File: src/rtl/procesador_pkg.sv
// Shared definitions for the processor front end: fetch FSM encoding,
// PC step and the default halt opcode.
package procesador_pkg;

  typedef enum logic [1:0] {
    ST_IDLE   = 2'd0,
    ST_FETCH  = 2'd1,
    ST_HALTED = 2'd2
  } fetch_state_t;

  localparam logic [63:0] PC_INCR            = 64'd4;
  localparam logic [31:0] HALT_INSTR_DEFAULT = 32'hD440_0000;

endpackage

File: src/rtl/fetch_controller.sv
// Instruction fetch: drives bus_pc, registers the returned word for decode (1-cycle latency).
// Backpressure: instr_valid && !instr_ready holds instr_out/pc_out/pc_reg; a branch overrides the stall.
module fetch_controller
  import procesador_pkg::*;
#(
  parameter logic [63:0] RESET_PC   = 64'd0,
  parameter logic [31:0] HALT_INSTR = HALT_INSTR_DEFAULT
) (
  input  logic        clk,
  input  logic        rst_n,
  input  logic        start,
  output logic [63:0] bus_pc,
  input  logic [31:0] bus_instruccion,
  input  logic        branch_taken,
  input  logic [63:0] branch_target,
  output logic [31:0] instr_out,
  output logic [63:0] pc_out,
  output logic        instr_valid,
  input  logic        instr_ready,
  output logic        halted,
  output logic        align_err,
  output logic [31:0] fetch_count
);

  fetch_state_t state, state_nxt;
  logic [63:0]  pc_reg, pc_nxt;
  logic [31:0]  instr_nxt;
  logic [63:0]  pc_out_nxt;
  logic         valid_nxt;
  logic         align_nxt;
  logic [31:0]  count_nxt;

  assign bus_pc = pc_reg;
  assign halted = (state == ST_HALTED);

  always_ff @(posedge clk or negedge rst_n) begin
    if (!rst_n) begin
      state       <= ST_IDLE;
      pc_reg      <= RESET_PC;
      instr_out   <= '0;
      pc_out      <= '0;
      instr_valid <= 1'b0;
      align_err   <= 1'b0;
      fetch_count <= '0;
    end else begin
      state       <= state_nxt;
      pc_reg      <= pc_nxt;
      instr_out   <= instr_nxt;
      pc_out      <= pc_out_nxt;
      instr_valid <= valid_nxt;
      align_err   <= align_nxt;
      fetch_count <= count_nxt;
    end
  end

  always_comb begin
    state_nxt  = state;
    pc_nxt     = pc_reg;
    instr_nxt  = instr_out;
    pc_out_nxt = pc_out;
    valid_nxt  = instr_valid;
    align_nxt  = align_err;
    count_nxt  = fetch_count;
    case (state)
      ST_IDLE: begin
        if (start) begin
          state_nxt = ST_FETCH;
          pc_nxt    = RESET_PC;
          count_nxt = '0;
          align_nxt = 1'b0;
        end
      end
      ST_FETCH: begin
        if (branch_taken) begin
          // Redirect drops whatever is sitting in the output register.
          valid_nxt = 1'b0;
          if (branch_target[1:0] != 2'b00) begin
            align_nxt = 1'b1;
            state_nxt = ST_HALTED;
          end else begin
            pc_nxt = branch_target;
          end
        end else if (!instr_valid || instr_ready) begin
          instr_nxt  = bus_instruccion;
          pc_out_nxt = pc_reg;
          valid_nxt  = 1'b1;
          count_nxt  = fetch_count + 32'd1;
          // The halt word is still handed to decode; the PC parks on it.
          if (bus_instruccion == HALT_INSTR) begin
            state_nxt = ST_HALTED;
          end else begin
            pc_nxt = pc_reg + PC_INCR;
          end
        end
      end
      ST_HALTED: begin
        if (start) begin
          state_nxt = ST_FETCH;
          pc_nxt    = RESET_PC;
          count_nxt = '0;
          align_nxt = 1'b0;
          valid_nxt = 1'b0;
        end else if (instr_valid && instr_ready) begin
          valid_nxt = 1'b0;
        end
      end
      default: state_nxt = ST_IDLE;
    endcase
  end

endmodule

File: config.mk
export PLATFORM = sky130hd
export DESIGN_NAME = fetch_controller
export DESIGN_NICKNAME = d
export VERILOG_FILES = /design/src/rtl/procesador_pkg.sv /design/src/rtl/fetch_controller.sv
export SDC_FILE = /design/constraint.sdc
export NUM_CORES = 1
export LEC_CHECK = 0
export CAP_MARGIN = 10
export CORE_AREA = 5 5 136 151
export CTS_BUF_LIST = sky130_fd_sc_hd__clkbuf_4 sky130_fd_sc_hd__clkbuf_8
export CTS_CLUSTER_DIAMETER = 120
export CTS_CLUSTER_SIZE = 28
export DETAILED_ROUTE_END_ITERATION = 10
export DIE_AREA = 0 0 141 156
export PLACE_DENSITY_LB_ADDON = 0.25
export SLEW_MARGIN = 0
export SYNTH_ARGS = -nofsm -noshare
export SYNTH_HDL_FRONTEND = slang
export SYNTH_SLANG_ARGS = --single-unit
export TNS_END_PERCENT = 10
File: constraint.sdc
create_clock -name clk -period 3.9 [get_ports clk]
set_input_delay 0.585 -clock clk [delete_from_list [all_inputs] [get_ports clk]]
set_output_delay 0.585 -clock clk [all_outputs]
set_load 0.1 [all_outputs]
==> summary.txt <==
Outcome
  • Outcome: finished, final reports clean

Hold path
  • Hold/Removal Path Class: in -> async

GRT
  • Initial antenna violation count: 0
  • First-pass GRT wire length: 52200 µm
  • Largest net degree at the start of global routing: 98
  • Total GRT Usage: 29.4%
  • Total gr overflow: 0
  • Vias in the first global route: 9604

Placement
  • PortBufs: 295
  • Worst slack at placement: 0.609 ns
  • DP Area: 13000 µm²
  • Gp weighted congestion: 0.945
  • Placed cell count: 1648
  • Dpl hpwl: 23400 µm

Synth
  • Number of enable flip-flop cells after synthesis: 0
  • Gate Count Post-Synth: 1157
  • Yosys cell types: 64
  • Syn Std Cell Area: 9820 µm²
  • Synthesized net count: 1260
  • Syn avg cell area: 8.49 µm²
  • #FFs+latches synth: 196
  • Post-synthesis sequential area ratio: 50.0%
  • Async set or reset register ratio after synthesis: 100%
  • Main synth FF type: dfrtp_1
  • Synth Warn #: 0

Clock network
  • Max Root-Sink Buffers: 2
  • Hold Buf Count CTS: 0
  • CTS tree: built
  • Clock-pin slew on the worst setup and hold paths: 0.11 ns
  • Clk sinks: 196
  • Worst-skew pair later-pin latency: 0.48 ns
  • CTS Buf Count: 17
  • CTS H-tree depth: 4
  • Root Driver: clkbuf_8
  • Post-CTS sizing: 0
  • Setup Fix Bufs, Post-CTS: 0

Cells and area
  • Post-Layout Inst Area: 13400 µm²
  • Fin cells: 1680
  • Syn-to-layout area delta: 36.3%
  • Diodes inserted: 0
  • Final #Nets: 1523
  • Layout cells sized above 1: 5.09%

Routing
  • Via/cell ratio: 5.86
  • DRT iter0 DRCs: 949
  • Drt first pass iters: 7
  • Via Count: 9837
  • DRC violations left: 0
  • Routed Antenna Nets: 0
  • Drt total wl: 32500 µm
  • Average wire per standard cell: 19.3 µm

Timing
  • Final worst slack: 0.834 ns
  • Slew of the pin with the lowest slew margin: 1.06 ns
  • Setup TNS: 0 ns
  • Fmax: 0.326 GHz
  • RSZ-0062 raised after global routing: false
  • Tmin final: 3.07 ns
  • Final setup fails: 0
  • Fin crit share: 78.6%
  • Relative slew slack: 29.1%
  • Clk_skew: 0.0163 ns
  • Final hold violations: 0
  • Final Slew Violations: 0

Critical path
  • Critical path class: reg -> out
  • Startpoint types: register
  • WP data required: 3.31 ns
  • Setup crit end kind: primary output
  • CP Data Arrival Time: 2.48 ns
  • Critical Path Fanout Max: 13

Die
  • Die Width: 141 µm
  • IO Pins: 296
  • Rows: 53
  • Die height: 156 µm
  • Effective utilization at floorplan: 52.1%
  • Die ar.: 22000 µm²
  • Core footprint: 18800 µm²

Job
  • Max cap viols: 0
[cell type report]
type | count | area, µm²
tap | 247 | 309
clock buffer | 17 | 234
timing repair buffer | 309 | 3110
clock inverter | 15 | 191
fill | 1534 | 5460
sequential | 196 | 4900
inverter | 28 | 105
multi-input combinational | 868 | 4520
[routing by layer]
metal  up-vias  routed length (µm)  GRT usage (%)  part of all wire (%)
li1       4575                   -              -                     -
met1      4741               13200           38.9                    41
met2       454               15500           47.9                    48
met3        67                2870           7.14                   8.8
met4         0                 853           9.60                   2.6
met5         -                   0              0                     0
[synthesized netlist by cell type (3+ instances only)]
library cell    n  area share (%)
clkbuf_1       49             1.9
a22oi_1         8            0.61
o31a_1         13             1.2
xor2_1         10            0.89
and4_1         11            0.98
xnor2_1        13             1.2
and2_1          7            0.45
a211o_1         3            0.27
nand2_1       318              12
nand4_1        28             1.8
or3_1          14            0.89
a31oi_1        13            0.83
buf_6           6            0.69
and3_1         11            0.70
buf_2           4            0.20
o2bb2ai_1       8            0.71
o221ai_1        3            0.27
o22ai_1        12            0.76
o21ai_0       110             5.6
a21oi_1        61             3.1
nor4_1         26             1.7
nand3_1        40             2.0
inv_1          28             1.1
nor2b_1         4            0.25
dfrtp_1       196              50
nor4b_1         4            0.36
nor2_1         70             2.7
buf_1           4            0.15
nor4_2          3            0.38
a22o_1          3            0.27
nor3_1         31             1.6
or4_1           3            0.23
[worst paths after layout]
kind	from	to	slack, ns	cells past startpoint
setup reg to reg	bus_pc[6]	bus_pc[63]	1.05	6
setup / recovery	state[0]	halted	0.83	2
hold / removal	rst_n	fetch_count[31]	0.17	1
min in group clk	instr_out[3]	instr_out[3]	0.48	2
max in group asynchronous	rst_n	instr_out[8]	2.84	2
hold reg to reg	instr_out[3]	instr_out[3]	0.48	2
[critical path, stage by stage (launching register included)]
cell and delay (ns):
dfrtp_1 0.56, nor2b_1 0.24, clkdlybuf4s50_1 1.20
[cells by family (layout without fill, tap and decap cells)]
kind of cell    after synthesis  after routing  synth area share, %
buf+inv                      93            369                 4.13
fa+ha+maj                     2              2                0.255
simple gates                591            591                 28.3
mux                           3              3                0.319
flops                       196            196                 50.0
xor+xnor                     23             23                 2.05
compound gates              249            249                 15.0
[layout by cell type (no fill, tap or decap), types with 3 or more instances in the layout]
cell,count
inv_1,28
nor2_1,69
dfrtp_1,196
buf_4,11
a31oi_1,13
and2_1,7
o21ai_0,109
nor3_1,30
o31a_1,13
xnor2_1,13
or4_1,3
or3_1,13
xor2_1,10
and3_1,11
inv_6,4
inv_8,3
nor4_1,26
nand2_1,318
a22o_1,3
nor4_2,3
o22ai_1,12
o221ai_1,3
clkbuf_8,18
buf_12,4
nor2b_1,3
a22oi_1,8
and4_1,11
nor4b_1,4
o2bb2ai_1,8
nand3_1,40
a21oi_1,61
a211o_1,3
clkdlybuf4s50_1,293
nand4_1,28
[sequential cells by signal, indices dropped and copies added, names as in the netlist]
register,cells
fetch_count,32
instr_out,32
bus_pc,64
instr_valid,1
align_err,1
state,2
pc_out,64
[stage by stage]
stage	utilization, %	hold WS (ns)
2_1_floorplan	-	0.289
3_3_place_gp	68.8	0.456
3_5_place_dp	68.8	0.462
4_1_cts	71.0	0.214
5_1_grt	71.0	0.249
6_report	71.0	0.169
Power is left out: the tool's default activity adds up to more than one toggle a clock period on the data nets, which glitch-free logic cannot reach.
